`src/rtl/mac_seq_ctrl_pkg.sv`:
```
// Shared types and default parameters for the MAC sequencer.
// Used by the top controller and by its valid delay line.
package mac_seq_ctrl_pkg;

  typedef enum logic [1:0] {
    ST_IDLE  = 2'd0,
    ST_RUN   = 2'd1,
    ST_DRAIN = 2'd2,
    ST_DONE  = 2'd3
  } state_e;

  localparam int DEF_MUL_LAT = 10;
  localparam int DEF_LEN_W   = 8;

endpackage

```
`src/rtl/mac_seq_ctrl_valid_delay_line.sv`:
```
// Valid tag delay line that runs alongside the multiply pipeline; its output
// marks the cycle in which a product leaves the pipeline.
module valid_delay_line
  import mac_seq_ctrl_pkg::*;
#(
  parameter int MUL_LAT = DEF_MUL_LAT
) (
  input  logic clock,
  input  logic clear,
  input  logic din,
  output logic dout
);

  logic [MUL_LAT:0] tap;

  assign tap[0] = din;

  genvar i;
  generate
    for (i = 0; i < MUL_LAT; i++) begin : g_stage
      logic stage_d;
      logic stage_q;

      always_comb begin
        stage_d = clear ? 1'b0 : tap[i];
      end

      always_ff @(posedge clock) begin
        stage_q <= stage_d;
      end

      assign tap[i+1] = stage_q;
    end
  endgenerate

  assign dout = tap[MUL_LAT];

endmodule

```
`src/rtl/mac_seq_ctrl.sv`:
```
// Dot-product job sequencer: admits N operand pairs into the multiply pipeline,
// flags each product for accumulation as it emerges, then holds the result.
//
// state    | meaning
// ST_IDLE  | waiting for start
// ST_RUN   | accepting operand pairs
// ST_DRAIN | all operands issued, waiting for the final products
// ST_DONE  | result final, waiting for result_ready
module mac_seq_ctrl
  import mac_seq_ctrl_pkg::*;
#(
  parameter int MUL_LAT = DEF_MUL_LAT,
  parameter int LEN_W   = DEF_LEN_W
) (
  input  logic             clock,
  input  logic             reset,
  input  logic             start,
  input  logic [LEN_W-1:0] vec_len,
  input  logic             in_valid,
  output logic             in_ready,
  output logic             mul_issue,
  output logic             acc_clear,
  output logic             acc_en,
  output logic             result_valid,
  input  logic             result_ready,
  output logic             busy
);

  state_e           state_q, state_d;
  logic [LEN_W-1:0] len_q, len_d;
  logic [LEN_W-1:0] issued_cnt_q, issued_cnt_d;
  logic [LEN_W-1:0] retired_cnt_q, retired_cnt_d;
  logic             in_ready_q, in_ready_d;
  logic             result_valid_q, result_valid_d;
  logic             busy_q, busy_d;
  logic             accept;
  logic             product_out;
  logic [LEN_W-1:0] last_idx;

  assign accept    = in_valid & in_ready_q;
  assign mul_issue = accept;
  assign acc_en    = product_out;
  assign last_idx  = len_q - LEN_W'(1);
  // Gated by reset so a start held through reset cannot wipe the accumulator.
  assign acc_clear = ~reset & start & (state_q == ST_IDLE);

  assign in_ready     = in_ready_q;
  assign result_valid = result_valid_q;
  assign busy         = busy_q;

  valid_delay_line #(
    .MUL_LAT(MUL_LAT)
  ) u_valid_dl (
    .clock(clock),
    .clear(reset),
    .din  (accept),
    .dout (product_out)
  );

  always_comb begin
    state_d       = state_q;
    len_d         = len_q;
    issued_cnt_d  = issued_cnt_q;
    retired_cnt_d = retired_cnt_q;

    case (state_q)
      ST_IDLE: begin
        if (start) begin
          len_d         = vec_len;
          issued_cnt_d  = '0;
          retired_cnt_d = '0;
          state_d       = (vec_len != '0) ? ST_RUN : ST_DONE;
        end
      end
      ST_RUN, ST_DRAIN: begin
        if (accept) begin
          issued_cnt_d = issued_cnt_q + LEN_W'(1);
          if (issued_cnt_q == last_idx) state_d = ST_DRAIN;
        end
        // The final retirement wins over the last issue when both coincide.
        if (product_out) begin
          retired_cnt_d = retired_cnt_q + LEN_W'(1);
          if (retired_cnt_q == last_idx) state_d = ST_DONE;
        end
      end
      ST_DONE: begin
        if (result_ready) state_d = ST_IDLE;
      end
      default: state_d = ST_IDLE;
    endcase

    in_ready_d     = (state_d == ST_RUN);
    result_valid_d = (state_d == ST_DONE);
    busy_d         = (state_d != ST_IDLE);
  end

  always_ff @(posedge clock) begin
    if (reset) begin
      state_q        <= ST_IDLE;
      len_q          <= '0;
      issued_cnt_q   <= '0;
      retired_cnt_q  <= '0;
      in_ready_q     <= 1'b0;
      result_valid_q <= 1'b0;
      busy_q         <= 1'b0;
    end else begin
      state_q        <= state_d;
      len_q          <= len_d;
      issued_cnt_q   <= issued_cnt_d;
      retired_cnt_q  <= retired_cnt_d;
      in_ready_q     <= in_ready_d;
      result_valid_q <= result_valid_d;
      busy_q         <= busy_d;
    end
  end

endmodule

```
`config.mk`:
```
export PLATFORM = sky130hd
export DESIGN_NAME = mac_seq_ctrl
export DESIGN_NICKNAME = d
export VERILOG_FILES = /design/src/rtl/mac_seq_ctrl_pkg.sv /design/src/rtl/mac_seq_ctrl_valid_delay_line.sv /design/src/rtl/mac_seq_ctrl.sv
export SDC_FILE = /design/constraint.sdc
export NUM_CORES = 1
export LEC_CHECK = 0
export BUFFER_PORTS_ARGS = -buffer_cell sky130_fd_sc_hd__buf_4
export CAP_MARGIN = 20
export CELL_PAD_IN_SITES_DETAIL_PLACEMENT = 0
export CELL_PAD_IN_SITES_GLOBAL_PLACEMENT = 2
export CORE_MARGIN = 2
export CORE_UTILIZATION = 40
export CTS_BUF_LIST = sky130_fd_sc_hd__clkbuf_4
export DETAILED_ROUTE_END_ITERATION = 16
export GPL_TIMING_DRIVEN = 0
export PLACE_DENSITY_LB_ADDON = 0.1
export SYNTH_ARGS = -nofsm -noshare
export SYNTH_HDL_FRONTEND = slang
export SYNTH_SLANG_ARGS = --single-unit
```
`constraint.sdc`:
```
create_clock -name clock -period 4.7 [get_ports clock]
set_input_delay 0.705 -clock clock [delete_from_list [all_inputs] [get_ports clock]]
set_output_delay 0.705 -clock clock [all_outputs]
set_load 0.005 [all_outputs]
```
==> results.md <==
- All-Layer GR Usage: 17.1%
- Relative slew slack: between 60% and 70%
- Worst setup margin: ~2200 ps
- Detail Route Antenna Nets: 0
- Final hold vios: 0
- Sequential area share after synthesis: between 30% and 40%
- Core area: ~4700 um^2
- Post-Place Setup Slack: 2260 ps
- Clk sinks: 39
- Commonest non-fill, non-tap cells in the layout: dfxtp_1, nand2_1, nor2_1, xor2_1
- Non-Filler Instances: 319
- Critical-path cell list: inv_1, ha_1, clkbuf_1, nand2_1, nor2_1, buf_4
- Buffer levels on the longest clock path: 2
- Clock root buffer: clkbuf_4
- Synth Register Bits: 39
- Max_cap viols: 0
- Detailed placement HPWL: 3170 um
- Placed Cells: 311
- H-Tree Depth: 2
- WHS: between 400 and 500 ps
- Crit-path max cell delay: 380 ps
- IO Port Bufs: 17
- Resize count post-CTS: 0
- GR Overflow Total: 0
- Commonest non-fill, non-tap cell in the layout: dfxtp_1
- Total Wirelength: 4200 um
- Final setup viols: 0
- Starting density of the core: about 42%
- Worst Path Max Fanout: 10
- Nets@finish: 269
- F_max: 0.397 GHz
- Mapped Cells: 227
- Synth cell types: 40
- Worst-margin pin slew: 573 ps
- TritonCTS clock tree: yes
- Setup bufs post-CTS: 0
- Static leakage: 0.871 nW
- Final instance area: 2230 um^2
- First DRT Iteration DRCs: 40
- Netlist Area Pre-Place: 1960 um^2
- Routed WL per cell: 13.2 um
- Layout cells sized above 1: 15.9%
- First-pass GRT wire length: between 6000 and 7000 um
- Finished Core Util: 47.3%
- Unrepaired setup endpoints after global routing: false
- Highest-delay cell along the critical path: dfxtp_1
- Peak ir drop on the vdd network: 0.191 mV
- Final critical-path required period: 2520 ps
- WP data arrival: about 1800 ps
- Critical Path Source Type: flip-flop
- Hold Path Class: flip-flop to flip-flop
- Clock Skews: between 9 and 10 ps
- Ports: 19
- # DRC: 0
- Cts bufs inserted: 5
- DIE AREA: 5480 um^2
- Synth Warn #: 0
- # hold bufs at CTS: 0
- Routed via count: 1,537
- Status: complete, no violations
- Standard-cell rows: 25
- Final GP Congestion: 0.796
- Power Total: 0.720 mW
- Vias/cell: just under 5
- Largest net degree at the start of global routing: 15
- Final Slew Violations: 0
- Die Wd: 74.0 um
- DIE HEIGHT: 74.0 um
- Syn Nets: 245
- Worst-skew pair later-pin latency: 360 ps
- Reg clk slew, reported paths: 130 ps
- Required @ worst endpoint: 3990 ps
- CP delay by family, top: buffers and inverters
- Avg Cell Area, Syn: 8.64 um^2
- Final TNS setup: 0 ps
- Cell area power density: 322 nW/um^2
- Dpl cell area: 2170 um^2
- Period utilization: 53.6%
- Area delta synth->final: 13.9%
- Vias in the first global route: 1,393
- Critical path class: flip-flop to primary output
- Initial antenna violation count: 0
- WP buf/inv: 3
- Drt first pass iters: 4
- # diodes: 0
- CP endpoint kind: primary output
-- worst paths after layout --
kind	depth (start not counted)	startpoint	slack, ps	end
worst max-delay path	6	state_q[1]	2180	acc_clear
worst min-delay path	1	u_valid_dl.g_stage[6].stage_q	450	u_valid_dl.g_stage[7].stage_q
worst max register to register	11	len_q[0]	2280	busy
worst min register to register	1	u_valid_dl.g_stage[6].stage_q	450	u_valid_dl.g_stage[7].stage_q
-- cells in the mapped netlist (all sizes together) --
library cell / number / area [um^2]
dfxtp: 39 / 781
nand2: 23 / 86.3
nor2: 23 / 88.8
xor2: 18 / 158
xnor2: 17 / 149
a21oi: 16 / 91.3
nor2b: 13 / 81.3
nand3: 11 / 55.1
inv: 7 / 26.3
clkbuf: 6 / 22.5
nand4: 6 / 37.5
o21ai: 6 / 37.5
buf: 5 / 31.3
ha: 5 / 62.6
nand2b: 5 / 31.3
nor3: 4 / 31.3
and3: 3 / 18.8
nor4: 3 / 33.8
a21boi: 2 / 15.0
a31oi: 2 / 12.5
and4: 2 / 17.5
a211oi: 1 / 7.51
a221oi: 1 / 8.76
a41oi: 1 / 8.76
and2: 1 / 6.26
and3b: 1 / 8.76
mux2: 1 / 11.3
nand3b: 1 / 7.51
nor3b: 1 / 12.5
o21bai: 1 / 7.51
o22a: 1 / 8.76
or3: 1 / 6.26
-- cell type report --
class	instances	area, um^2
Sequential cell	39	781
Multi-Input combinational cell	170	1100
Clock inverter	3	23.8
Inverter	7	26.3
Fill cell	473	2490
Clock buffer	5	37.5
Tap cell	67	83.8
Buffer	11	53.8
Timing Repair Buffer	17	128
-- registers in the layout, summed over array words and instances (netlist names) --
register / cells
busy: 1
in_ready: 1
issued_cnt_q: 8
len_q: 8
result_valid: 1
retired_cnt_q: 8
state_q: 2
u_valid_dl.dout: 1
u_valid_dl.g_stage.stage_q: 9
-- where the power goes --
| group | switching (mW) | internal, mW | total, mW | leakage (nW) |
|---|---|---|---|---|
| logic | 0.100 | 0.0764 | 0.177 | 0.527 |
| registers | 0.0154 | 0.345 | 0.361 | 0.316 |
| clock network | 0.123 | 0.0599 | 0.183 | 0.0278 |
-- routing by layer --
layer	vias up	GRT usage, %	share of wire [%]
met5	-	0	0
met4	0	6.26	1.3
met3	6	5.42	3.5
met2	24	25.4	43
met1	697	23.3	52
li1	810	-	-
-- kinds of logic after synthesis --
family                   after synthesis  synth area share [%]
AO/OA/AOI/OAI                         31                  10.1
XOR/XNOR                              35                  15.6
adder cells (fa/ha/maj)                5                  3.19
buffers and inverters                 18                  4.08
flip-flops                            39                  39.8
multiplexers                           1                 0.574
AND/OR/NAND/NOR                       98                  26.7
No activity file was read; power rests on OpenSTA's default activity.
